--- config.mk ---
export PLATFORM = sky130hd
export DESIGN_NAME = io_ports
export DESIGN_NICKNAME = d
export VERILOG_FILES = /design/src/rtl/io_pkg.sv /design/src/rtl/io_sync2.sv /design/src/rtl/io_ports.sv
export SDC_FILE = /design/constraint.sdc
export NUM_CORES = 1
export LEC_CHECK = 0
export ABC_AREA = 1
export BUFFER_PORTS_ARGS = -buffer_cell sky130_fd_sc_hd__buf_2
export CAP_MARGIN = 20
export CORE_MARGIN = 2
export CORE_UTILIZATION = 50
export CTS_CLUSTER_SIZE = 25
export DETAILED_ROUTE_END_ITERATION = 10
export GPL_TIMING_DRIVEN = 0
export PLACE_DENSITY_LB_ADDON = 0.1
export SETUP_SLACK_MARGIN = 0.02
export SLEW_MARGIN = 20
export SYNTH_ARGS = -nofsm -noshare
export SYNTH_HDL_FRONTEND = slang
export SYNTH_SLANG_ARGS = --single-unit
--- constraint.sdc ---
create_clock -name clk -period 3.1 [get_ports clk]
set_input_delay 0.775 -clock clk [delete_from_list [all_inputs] [get_ports clk]]
set_output_delay 0.775 -clock clk [all_outputs]
set_load 0.02 [all_outputs]
--- src/rtl/io_pkg.sv ---
// Shared register-map constants for the io_ports memory-mapped I/O block.
package io_pkg;

   localparam int WIN_SIZE = 64;

   localparam logic [5:0] OFS_OUT  = 6'h00;
   localparam logic [5:0] OFS_IN   = 6'h10;
   localparam logic [5:0] OFS_STAT = 6'h20;
   localparam logic [5:0] OFS_MASK = 6'h21;
   localparam logic [5:0] OFS_ID   = 6'h22;

   // Change detection stays off until the counter reaches this value after reset.
   localparam logic [1:0] SETTLE_DONE = 2'd3;

   function automatic logic [7:0] id_byte(input int num_out, input int num_in);
      logic [3:0] o_nib;
      logic [3:0] i_nib;
      o_nib = 4'(num_out - 1);
      i_nib = 4'(num_in - 1);
      return {o_nib, i_nib};
   endfunction

endpackage

--- src/rtl/io_sync2.sv ---
// Parametrised-width two-flop synchronizer for asynchronous input buses.
module io_sync2 #(
   parameter int WIDTH = 8
) (
   input  logic             clk,
   input  logic             reset,
   input  logic [WIDTH-1:0] d,
   output logic [WIDTH-1:0] q
);

   logic [WIDTH-1:0] meta_reg;
   logic [WIDTH-1:0] sync_reg;

   always_ff @(posedge clk) begin
      if (reset) begin
         meta_reg <= '0;
         sync_reg <= '0;
      end else begin
         meta_reg <= d;
         sync_reg <= meta_reg;
      end
   end

   assign q = sync_reg;

endmodule

--- src/rtl/io_ports.sv ---
// Memory-mapped output/input port block with a 64-byte register window.
// Define IO_PORTS_IRQ_EN to build the input change-detect interrupt logic.
module io_ports
   import io_pkg::*;
#(
   parameter logic [15:0] BASE_ADDR = 16'h8400,
   parameter int          NUM_OUT   = 4,
   parameter int          NUM_IN    = 4
) (
   input  logic                 clk,
   input  logic                 reset,
   input  logic [15:0]          addr,
   input  logic [7:0]           data_in,
   input  logic                 write_enable,
   output logic [7:0]           data_out,
   output logic                 sel_out,
   output logic [8*NUM_OUT-1:0] port_out,
   input  logic [8*NUM_IN-1:0]  port_in,
   output logic                 irq
);

   logic              hit;
   logic [5:0]        ofs;
   logic              wr_hit;
   logic [7:0]        out_reg [NUM_OUT];
   logic [8*NUM_IN-1:0] in_sync;
   logic [7:0]        stat_val;
   logic [7:0]        mask_val;
   logic [7:0]        rd_data;
   logic [7:0]        data_out_reg;
   logic              sel_out_reg;

   assign hit    = (addr[15:6] == BASE_ADDR[15:6]);
   assign ofs    = addr[5:0];
   assign wr_hit = write_enable && hit;

   genvar gi;
   generate
      for (gi = 0; gi < NUM_OUT; gi++) begin : g_out
         always_ff @(posedge clk) begin
            if (reset)
               out_reg[gi] <= 8'h00;
            else if (wr_hit && (ofs == OFS_OUT + 6'(gi)))
               out_reg[gi] <= data_in;
         end
         assign port_out[8*gi +: 8] = out_reg[gi];
      end
   endgenerate

   io_sync2 #(.WIDTH(8*NUM_IN)) u_sync (
      .clk   (clk),
      .reset (reset),
      .d     (port_in),
      .q     (in_sync)
   );

`ifdef IO_PORTS_IRQ_EN
   logic [8*NUM_IN-1:0] prev_reg;
   logic [1:0]          settle_reg;
   logic [7:0]          stat_reg;
   logic [7:0]          mask_reg;
   logic                irq_reg;
   logic [7:0]          chg_set;
   logic [7:0]          stat_clr;

   // Ports beyond 7 share the top status bit.
   always_comb begin
      chg_set = 8'h00;
      for (int i = 0; i < NUM_IN; i++) begin
         if (in_sync[8*i +: 8] != prev_reg[8*i +: 8])
            chg_set[(i > 7) ? 7 : i] = 1'b1;
      end
   end

   assign stat_clr = (wr_hit && (ofs == OFS_STAT)) ? data_in : 8'h00;

   always_ff @(posedge clk) begin
      if (reset) begin
         prev_reg   <= '0;
         settle_reg <= 2'd0;
         stat_reg   <= 8'h00;
         mask_reg   <= 8'h00;
         irq_reg    <= 1'b0;
      end else begin
         prev_reg <= in_sync;
         if (settle_reg != SETTLE_DONE)
            settle_reg <= settle_reg + 2'd1;
         // A new change beats a simultaneous write-1-to-clear.
         stat_reg <= (stat_reg & ~stat_clr) |
                     ((settle_reg == SETTLE_DONE) ? chg_set : 8'h00);
         if (wr_hit && (ofs == OFS_MASK))
            mask_reg <= data_in;
         irq_reg <= |(stat_reg & mask_reg);
      end
   end

   assign stat_val = stat_reg;
   assign mask_val = mask_reg;
   assign irq      = irq_reg;
`else
   assign stat_val = 8'h00;
   assign mask_val = 8'h00;
   assign irq      = 1'b0;
`endif

   always_comb begin
      rd_data = 8'h00;
      for (int i = 0; i < NUM_OUT; i++) begin
         if (ofs == OFS_OUT + 6'(i))
            rd_data = out_reg[i];
      end
      for (int i = 0; i < NUM_IN; i++) begin
         if (ofs == OFS_IN + 6'(i))
            rd_data = in_sync[8*i +: 8];
      end
      if (ofs == OFS_STAT) rd_data = stat_val;
      if (ofs == OFS_MASK) rd_data = mask_val;
      if (ofs == OFS_ID)   rd_data = id_byte(NUM_OUT, NUM_IN);
   end

   always_ff @(posedge clk) begin
      if (reset) begin
         data_out_reg <= 8'h00;
         sel_out_reg  <= 1'b0;
      end else begin
         sel_out_reg  <= hit;
         data_out_reg <= hit ? rd_data : 8'h00;
      end
   end

   assign data_out = data_out_reg;
   assign sel_out  = sel_out_reg;

endmodule
Yosys cells after proc, flatten, opt, wreduce, memory -nomap -nowiden
Memories as Yosys holds them, arrays and structs flattened.
Cells that the tools add are included.

operators by class
  mux-type cells = 29
  reductions and logical operators = 8
  equality and inequality tests = 11
  bitwise gates (word level) = 5

operators by type and width
  operator                                             number
  2-to-1 mux 8 bit                                     12
  equality test 6 x 5 -> 1 bit, second input constant  4
  equality test 6 bit, second input constant           3
  2-to-1 mux 6 bit                                     3
  2-to-1 mux 1 bit                                     14
  equality test 6 x 2 -> 1 bit, second input constant  2
  equality test 10 bit, second input constant          1
  equality test 6 x 1 -> 1 bit, second input constant  1
  zero test 6 bit                                      1
  logical AND 1 bit                                    5
  OR reduction 5 bit                                   1
  OR 1 bit                                             4
  OR reduction 2 bit                                   1
  inverter 1 bit                                       1

word-level totals
  memories = 1
  input port bits = 59
  bits in registers = 73
  output and inout bits = 42
  logic and storage cells = 59
  memory bits (writable) = 32

memories
  name     words  width  read ports  clocked after memory_dff  write ports  RTL line        RTL
  out_reg  4      8      4           0                         4            io_ports.sv:25  logic [7:0] out_reg [NUM_OUT];

Depth between registers and ports, before layout
Gate-level depths: netlist of run 1.

  depth in word-level cells = 12
  depth in mapped cells = 10
  depth with buffers taken out = 10

Hierarchy
Synthesis of run 1 repeated with hierarchy kept, for this count alone.

second synthesis, totals
  cell total of the unflattened synthesis = 450
  area total of the unflattened synthesis = 4,068.9 um2

by module, submodules not included
  module    instances  cells an instance  seq. area each (um2)  area each (um2)
  io_ports  1          251                1,141.1               2,228.4
  io_sync2  1          199                1,281.2               1,840.5

Least setup slack after synthesis of run 1
No wires, ideal clock.

  path kind = input -> register
  start = input port addr[13]
  end = memory out_reg[0][0] (enable)
  path buffers = 0
  stages = 5
  data arrival time = 2.016 ns
  data required time = 2.713 ns
  setup slack = 0.697 ns
  setup time = 0.387 ns
  path through = nor2_1 -> nand3b_1 -> nor2_2 -> nand2_1 -> o31ai_1

RTL lines
  what             RTL line        RTL
  start, declared  io_ports.sv:12  input logic [15:0] addr,
  end, declared    io_ports.sv:25

==> results_dict.tcl, run 1 <==
set metrics [dict create \
    crit_chain "buf_2 -> nor2_1 -> nand3b_1 -> nor2_2 -> nand2_1 -> o31ai_2" \
    ys_ff_latch 105 \
    routed_wl_um 8020 \
    drtIter0Drc 126 \
    hold_path.class "flip-flop to flip-flop" \
    powerDensity_nw_per_um2 534 \
    drv_slew 0 \
    drcViolationCount 0 \
    pre_cts_slack_ns 0.194 \
    hold_viol_final 0 \
    endpoint_kind "flip-flop" \
    finalWorstSetupSlack_ns 0.739 \
    syn_area_per_cell_um2 8.81 \
    crit_arrival_ns 2.34 \
    slowest_delay_ns 0.74 \
    start_util_pct 51.5 \
    cts.sinks 105 \
    clkSlewWorstSetupHoldPaths_ns 0.09 \
    htreeDepth 3 \
    whs_ns 0.404 \
    final_area_um2 4800 \
    fmax_mhz 423 \
    swShare_pct 23.4 \
    maxCapViolations 0 \
    drive_gt1_share_pct 25.4 \
    ios 101 \
    gp_congestion 0.786 \
    p_leak_nw 2.30 \
    switchingPower_uw 600 \
    io_buffers 99 \
    ir_drop_mv 0.286 \
    fin_crit_ns 2.36 \
    antenna_found_initial 0 \
    antenna_left 0 \
    crit_slowest_cell "o31ai_2" \
    fp.dieW_um 93.0 \
    worstMarginPinSlew_ns 0.864 \
    grtUsageTotal_pct 19.4 \
    placed_area_um2 4600 \
    drt-wirelength-per-cell_um 12.0 \
    clock_latency_ns 0.35 \
    worstSetupPathType "input pin to flip-flop" \
    cts_tree "yes" \
    first_pass_iters 4 \
    tns_ns 0 \
    dieArea_um2 8640 \
    cts_root_buf "clkbuf_8" \
    yosysSeqAreaShare_pct 61.2 \
    yosys_warnings 0 \
    synth_cell_types 28 \
    p_int_mw 1.96 \
    outcome "finished, final reports clean" \
    synth_nets 508 \
    grt_pass1_wl_um 12700 \
    setup_viol 0 \
    antennaDiodeCount 0 \
    syn_inst 449 \
    dp_hpwl_um 6180 \
    p_comb_share_pct 7.9 \
    grt_overflow 0 \
    grt_pass1_vias 2732 \
    rsz0062_at_grt "false" \
    rows 32 \
    netlist_area_um2 3960 \
    core_um2 7690 \
    slew_headroom_pct 42.1 \
    vias 2961 \
    die_h_um 93.0 \
    cts_setup_buffers 0 \
    via_per_inst 4.45 \
    post-route-period-util_pct 76.2 \
    start_kind "input pin" \
    ctsHoldBuffers 0 \
    clkPwrFrac_pct 33.9 \
    grt_max_degree 18 \
    crit_path_max_fanout 8 \
    power_frac_seq_pct 58.3 \
    cts_resized 0 \
    cts_made_buffers 9 \
    final_nets 618 \
    cts_buffer_depth 2 \
    skew_ns 0.00964 \
    area_growth_pct 21.3 \
    cp.required_ns 3.08 \
]
==> cells by family after synthesis <==
logic type      Yosys count  synth area share, %
other cells               1               0.0948
compound gates           21                 3.10
buf+inv                 104                 10.1
simple gates            218                 25.5
flops                   105                 61.2
==> metal layers <==
metal	vias up	global-route usage, %	wire, um
met5	-	0	0
met4	0	6.00	74
met3	8	5.21	452
met2	81	30.5	3680
met1	1293	26.4	3820
li1	1579	-	-
==> cell type report <==
class,count,area [um2]
fill,708,2890
clock buffer,10,128
sequential,105,2420
tap,102,128
inverter,95,359
timing repair buffer,99,495
multi-input combinational,240,1150
buffer,9,41.3
clock inverter,6,78.8
==> cell usage after synthesis, drive strengths merged <==
| cell type | number | share of area, % |
|---|---|---|
| nor2 | 134 | 14 |
| nor3 | 3 | 0.66 |
| nand2 | 45 | 4.5 |
| o31ai | 3 | 0.57 |
| buf | 7 | 0.85 |
| nand3 | 16 | 2.3 |
| edfxtp | 32 | 24 |
| clkbuf | 2 | 0.19 |
| o21a | 1 | 0.19 |
| conb | 1 | 0.095 |
| clkinv | 1 | 0.095 |
| inv | 94 | 9.0 |
| or2 | 3 | 0.47 |
| nand3b | 1 | 0.19 |
| a21oi | 10 | 1.3 |
| nand4 | 16 | 3.0 |
| o21ai | 4 | 0.51 |
| dfxtp | 73 | 37 |
| o21bai | 3 | 0.57 |
==> worst paths after layout <==
path                                                    end  slack, ns                           start  depth (start not counted)
worst min register to register      u_sync.q[11]$_SDFF_PP0_       0.40  u_sync.meta_reg[11]$_SDFF_PP0_                          2
worst max register to register       data_out[3]$_SDFF_PP0_       1.94     out_reg[1][3]$_SDFFCE_PN0P_                          6
worst max-delay path            out_reg[1][0]$_SDFFCE_PN0P_       0.74                        addr[13]                          6
worst min-delay path                u_sync.q[11]$_SDFF_PP0_       0.40  u_sync.meta_reg[11]$_SDFF_PP0_                          2
==> power groups by stage <==
| stage | Clock (mW) | Combinational (mW) | Sequential (mW) |
|---|---|---|---|
| 2_1_floorplan | 0 | 0.0873 | 1.55 |
| 3_3_place_gp | 0 | 0.198 | 1.53 |
| 3_5_place_dp | 0 | 0.203 | 1.53 |
| 5_1_grt | 0.940 | 0.225 | 1.50 |
| 4_1_cts | 0.890 | 0.204 | 1.49 |
| 6_report | 0.869 | 0.202 | 1.49 |
==> cell usage in the layout (no fill, tap or decap), types with 3 or more instances in the layout <==
cell,Yosys,final
inv_1,90,90
dfxtp_1,73,73
buf_1,5,5
nand2_1,41,41
o21bai_1,3,3
nand4_1,13,13
nand2_2,4,4
a21oi_1,10,10
o21ai_0,4,3
nor2_1,124,124
nor2_4,8,8
nand4_2,3,3
o31ai_2,0,3
edfxtp_1,32,32
nand3_1,14,14
clkbuf_8,0,9
clkbuf_1,2,3
inv_2,3,3
or2_0,3,3
buf_2,0,99
==> metrics by stage <==
stage | std cells | power, mW | util, %
final | 666 | 2.56 | 62.5
after global routing | 666 | 2.67 | 62.5
after CTS | 666 | 2.59 | 62.5
after detailed placement | 650 | 1.73 | 59.8
after global placement | 650 | 1.72 | 59.6
after floorplan | 449 | 1.64 | -
==> worst max-delay path, delay by kind of cell <==
| kind | cells | cell delay (ns) |
|---|---|---|
| buffers and inverters | 1 | 0.09 |
| AO/OA/AOI/OAI | 1 | 0.74 |
| AND/OR/NAND/NOR | 4 | 0.73 |
(Power assumes the default switching activity.)
==> run 2, diff against run 1 <==
==> constraint.sdc (replaced) <==
create_clock -name clk -period 2.29 [get_ports clk]
set_input_delay 0.5725 -clock clk [delete_from_list [all_inputs] [get_ports clk]]
set_output_delay 0.5725 -clock clk [all_outputs]
set_load 0.02 [all_outputs]
==> run 2 against run 1 <==
First-iteration DRC count decreased by 10%. Combinational power increased by 36%. Flip-flop and latch count unchanged. Count of clock-buffer cells in the layout unchanged. Non-clock buffer count unchanged. Die area unchanged. Cell count unchanged. Utilization increased by 0.11 points. Sequential share of layout area decreased by 0.092 points. Worst setup slack got worse by 0.62 ns. Final area increased by 0.18%.
==> results_dict.tcl, run 2 (synthesis results as in run 1) <==
set metrics [dict create \
    outcome "finished, final reports clean" \
    crit_slowest_cell "o31ai_2" \
    first_pass_iters 4 \
    fin_crit_ns 2.17 \
    hold_path.class "input pin to flip-flop" \
    crit_path_max_fanout 8 \
    fp.dieW_um 93.0 \
    vias 2987 \
    ios 101 \
    grt_overflow 0 \
    start_util_pct 51.5 \
    crit_end "out_reg[1][1]$_SDFFCE_PN0P_" \
    drcViolationCount 0 \
    worstMarginPinSlew_ns 0.849 \
    ir_drop_mv 0.387 \
    powerDensity_nw_per_um2 724 \
    r2r_start "out_reg[0][6]$_SDFFCE_PN0P_" \
    p_leak_nw 2.30 \
    crit_chain "buf_2 -> nor2_1 -> nand3b_1 -> nor2_2 -> nand2_1 -> o31ai_2" \
    grt_pass1_vias 2732 \
    cts_buffer_depth 2 \
    cts.sinks 105 \
    die_h_um 93.0 \
    grtUsageTotal_pct 19.4 \
    antenna_found_initial 0 \
    antenna_left 0 \
    startpoint "addr[13]" \
    grt_max_degree 18 \
    ctsHoldBuffers 0 \
    via_per_inst 4.48 \
    rsz0062_at_grt "false" \
    cts_made_buffers 9 \
    drv_slew 0 \
    setup_viol 0 \
    crit_arrival_ns 2.15 \
    clock_latency_ns 0.36 \
    cts_root_buf "clkbuf_8" \
    slew_headroom_pct 43.0 \
    dieArea_um2 8640 \
    clkSlewWorstSetupHoldPaths_ns 0.10 \
    final_common_cell "nor2_1" \
    r2r_cells 6 \
    tns_ns 0 \
    dp_hpwl_um 6180 \
    drt-wirelength-per-cell_um 12.1 \
    endpoint_kind "flip-flop" \
    area_growth_pct 21.6 \
    worstSetupPathType "input pin to flip-flop" \
    final_cell_mix "nor2_1 (124), buf_2 (99), inv_1 (90)" \
    antennaDiodeCount 0 \
    core_um2 7690 \
    slowest_delay_ns 0.74 \
    holdPathStages 3 \
    r2r-end "data_out[6]$_SDFF_PP0_" \
    final_nets 618 \
    drive_gt1_share_pct 25.4 \
    drtIter0Drc 113 \
    htreeDepth 3 \
    skew_ns 0.0116 \
    post-route-period-util_pct 94.7 \
    r2r_slack_ns 1.12 \
    cp.required_ns 2.27 \
    routed_wl_um 8050 \
    post-route-util_pct 62.6 \
    maxCapViolations 0 \
    rows 32 \
    start_kind "input pin" \
    hold_viol_final 0 \
    gp_congestion 0.786 \
    fmax_mhz 461 \
    cts_tree "yes" \
    grt_pass1_wl_um 12700 \
    io_buffers 99 \
]
[run 2: changes by cell type in the layout (fill, tap and decap cells not counted)]
cell,change
o31ai_2,-1
o31ai_4,+1
[run 2: layer usage]
metal / GRT usage [%] / vias up / share of wire [%]
li1: - / 1579 / -
met1: 26.4 / 1309 / 47
met2: 30.5 / 89 / 45
met3: 5.21 / 10 / 6.7
met4: 6.00 / 0 / 1.3
met5: 0 / - / 0
[run 2: metrics by stage]
stage	power (mW)	setup WS (ns)	cell area, um2	hold slack, ns	cells
2_1_floorplan	2.22	0.0897	3960	0.388	449
3_3_place_gp	2.33	-0.537	4580	0.396	650
3_5_place_dp	2.34	-0.413	4600	0.392	650
4_1_cts	3.50	0.0817	4800	0.390	666
5_1_grt	3.61	0.0229	4810	0.380	666
6_report	3.48	0.121	4810	0.400	666
[run 2: timing repair]
item / in CTS / in global routing
buffers inserted: 0 / 0
gates cloned: 0 / 0
setup endpoints to repair: 8 / 8
resized for setup: 1 / 1
hold endpoints to repair: 0 / 0
[run 2: worst min-delay path by stage]
stage                                        start                        endpoint  slack, ns
finish                                 port_in[30]  u_sync.meta_reg[30]$_SDFF_PP0_       0.40
global route                           port_in[30]  u_sync.meta_reg[30]$_SDFF_PP0_       0.38
CTS                                    port_in[18]  u_sync.meta_reg[18]$_SDFF_PP0_       0.39
detailed placement  u_sync.meta_reg[11]$_SDFF_PP0_         u_sync.q[11]$_SDFF_PP0_       0.39
global placement     u_sync.meta_reg[0]$_SDFF_PP0_          u_sync.q[0]$_SDFF_PP0_       0.40
floorplan            u_sync.meta_reg[0]$_SDFF_PP0_          u_sync.q[0]$_SDFF_PP0_       0.39
[run 2: critical path: cells and delay by family]
kind,cells,cell delay [ns]
compound gates,1,0.74
simple gates,4,0.75
buf+inv,1,0.09
[run 2: final cells by class]
cell class	instances	area [um2]
clock inverter	6	78.8
fill	707	2880
buffer	9	41.3
multi-input combinational	240	1160
tap	102	128
timing repair buffer	99	495
clock buffer	10	128
inverter	95	359
sequential	105	2420
[run 2: report_power, final]
part | switching [mW] | internal [mW]
clock | 0.614 | 0.570
sequential | 0.0296 | 1.99
combinational | 0.178 | 0.0967
==> run 3, diff against run 2 <==
--- a/config.mk
+++ b/config.mk
@@ -8,8 +8,10 @@
 export ABC_AREA = 1
 export BUFFER_PORTS_ARGS = -buffer_cell sky130_fd_sc_hd__buf_2
 export CAP_MARGIN = 20
+export CELL_PAD_IN_SITES_DETAIL_PLACEMENT = 1
+export CELL_PAD_IN_SITES_GLOBAL_PLACEMENT = 1
 export CORE_MARGIN = 2
-export CORE_UTILIZATION = 50
+export CORE_UTILIZATION = 39
 export CTS_CLUSTER_SIZE = 25
 export DETAILED_ROUTE_END_ITERATION = 10
 export GPL_TIMING_DRIVEN = 0
==> run 3 against run 2 <==
Utilization decreased by 13 points. Combinational power increased by 1%. Worst hold slack got worse by 0.0015 ns. Largest cell class unchanged. Largest power group unchanged.
==> results_dict.tcl, run 3 (synthesis results as in run 1) <==
set metrics [dict create \
    outcome "finished, final reports clean" \
    fp.dieW_um 105 \
    routed_wl_um 9380 \
    startpoint "addr[7]" \
    grt_max_degree 19 \
    cts_buffer_depth 2 \
    cp.required_ns 2.29 \
    r2r-end "data_out[6]$_SDFF_PP0_" \
    multi_input_area_um2 1160 \
    cts_setup_buffers 0 \
    worstMarginPinSlew_ns 0.855 \
    antenna_found_initial 0 \
    drive_gt1_share_pct 25.4 \
    hold_path.class "input pin to flip-flop" \
    die_h_um 105 \
    core_um2 9820 \
    gp_congestion 0.811 \
    whs_ns 0.398 \
    hold_viol_final 0 \
    clkSlewWorstSetupHoldPaths_ns 0.11 \
    dieArea_um2 11000 \
    drcViolationCount 0 \
    cts_made_buffers 9 \
    setup_viol 0 \
    ff_latch_area_um2 2420 \
    grt_overflow 0 \
    first_pass_iters 4 \
    cts.sinks 105 \
    final_common_cell "nor2_1" \
    skew_ns 0.0130 \
    slew_headroom_pct 42.6 \
    crit_end "out_reg[2][4]$_SDFFCE_PN0P_" \
    clock_latency_ns 0.36 \
    crit_path_max_fanout 8 \
    antennaDiodeCount 0 \
    final_nets 618 \
    drv_slew 0 \
    ir_drop_mv 0.278 \
    final_cell_mix "nor2_1 (124), buf_2 (99), inv_1 (90)" \
    maxCapViolations 0 \
    endpoint_kind "flip-flop" \
    r2r_start "out_reg[0][6]$_SDFFCE_PN0P_" \
    cts_root_buf "clkbuf_8" \
    grt_pass1_wl_um 15400 \
    drt-wirelength-per-cell_um 13.5 \
    p_leak_nw 2.28 \
    area_growth_pct 21.9 \
    fmax_mhz 460 \
    ios 101 \
    total_power_mw 3.35 \
    fill_cells 1238 \
    r2r_slack_ns 1.06 \
    htreeDepth 3 \
    io_buffers 99 \
    drtIter0Drc 94 \
    grt_pass1_vias 3217 \
    worstSetupPathType "input pin to flip-flop" \
    fin_crit_ns 2.17 \
    rsz0062_at_grt "true" \
    dp_hpwl_um 7420 \
    antenna_left 0 \
    grtUsageTotal_pct 17.9 \
    powerDensity_nw_per_um2 695 \
    via_per_inst 4.44 \
    cts_tree "yes" \
    crit_arrival_ns 2.17 \
    vias 3097 \
    start_kind "input pin" \
    r2r_cells 6 \
    post-route-period-util_pct 94.8 \
    start_util_pct 40.3 \
    rows 36 \
]
[run 3: cell types whose count changed in the layout (fill, tap and decap cells not counted), sizes merged]
cell	before	now
bufinv	2	0
inv	97	96
clkinv	2	5
[run 3: worst min path at each step]
stage	start	to	slack [ns]	depth (start not counted)
2_1_floorplan	u_sync.meta_reg[0]$_SDFF_PP0_	u_sync.q[0]$_SDFF_PP0_	0.39	2
3_3_place_gp	u_sync.meta_reg[0]$_SDFF_PP0_	u_sync.q[0]$_SDFF_PP0_	0.40	2
3_5_place_dp	u_sync.meta_reg[2]$_SDFF_PP0_	u_sync.q[2]$_SDFF_PP0_	0.40	2
4_1_cts	port_in[12]	u_sync.meta_reg[12]$_SDFF_PP0_	0.38	3
5_1_grt	port_in[12]	u_sync.meta_reg[12]$_SDFF_PP0_	0.38	3
6_report	port_in[12]	u_sync.meta_reg[12]$_SDFF_PP0_	0.40	3
[run 3: per-stage QoR]
stage | setup TNS [ns] | util, % | area (um2) | worst slack, ns | cells
6_report | 0 | 49.1 | 4820 | 0.118 | 697
5_1_grt | -0.0194 | 49.1 | 4820 | -0.00665 | 697
4_1_cts | 0 | 49.0 | 4810 | 0.0926 | 697
3_5_place_dp | -10.71 | 47.2 | 4630 | -0.529 | 681
3_3_place_gp | -14.95 | 47.0 | 4620 | -0.593 | 681
2_1_floorplan | 0 | - | 3960 | 0.0897 | 449
[run 3: cell type report]
type / instances / share of cell area [%]
repair buffers: 99 / 10.3
multi-input cells: 240 / 24.0
plain buffers: 9 / 0.856
flip-flops and latches: 105 / 50.2
well taps: 133 / 3.45
clock inverters: 6 / 1.09
inverters: 95 / 7.44
clock buffers: 10 / 2.65
[run 3: where the power goes]
part	internal [mW]	total, mW	switching, mW
clock network	0.412	1.05	0.637
registers	1.99	2.02	0.0317
logic	0.0967	0.279	0.182
[run 3: what timing repair did]
action                                  4_1_cts  5_1_grt
hold buffers                                  0        0
resized for setup                             1        1
endpoints found under the setup margin        8        8
[run 3: worst max-delay path, cell delays in order]
cell and delay (ns):
buf_2 0.10, nor2_1 0.11, nand4_1 0.13, nor2_2 0.27, nand2_1 0.24, o31ai_2 0.74
[run 3: routing by layer]
| layer | wire length, um | global-route usage (%) |
|---|---|---|
| met1 | 4330 | 23.2 |
| met2 | 4490 | 29.9 |
| met3 | 464 | 4.43 |
| met4 | 102 | 4.67 |
| met5 | 0 | 0 |
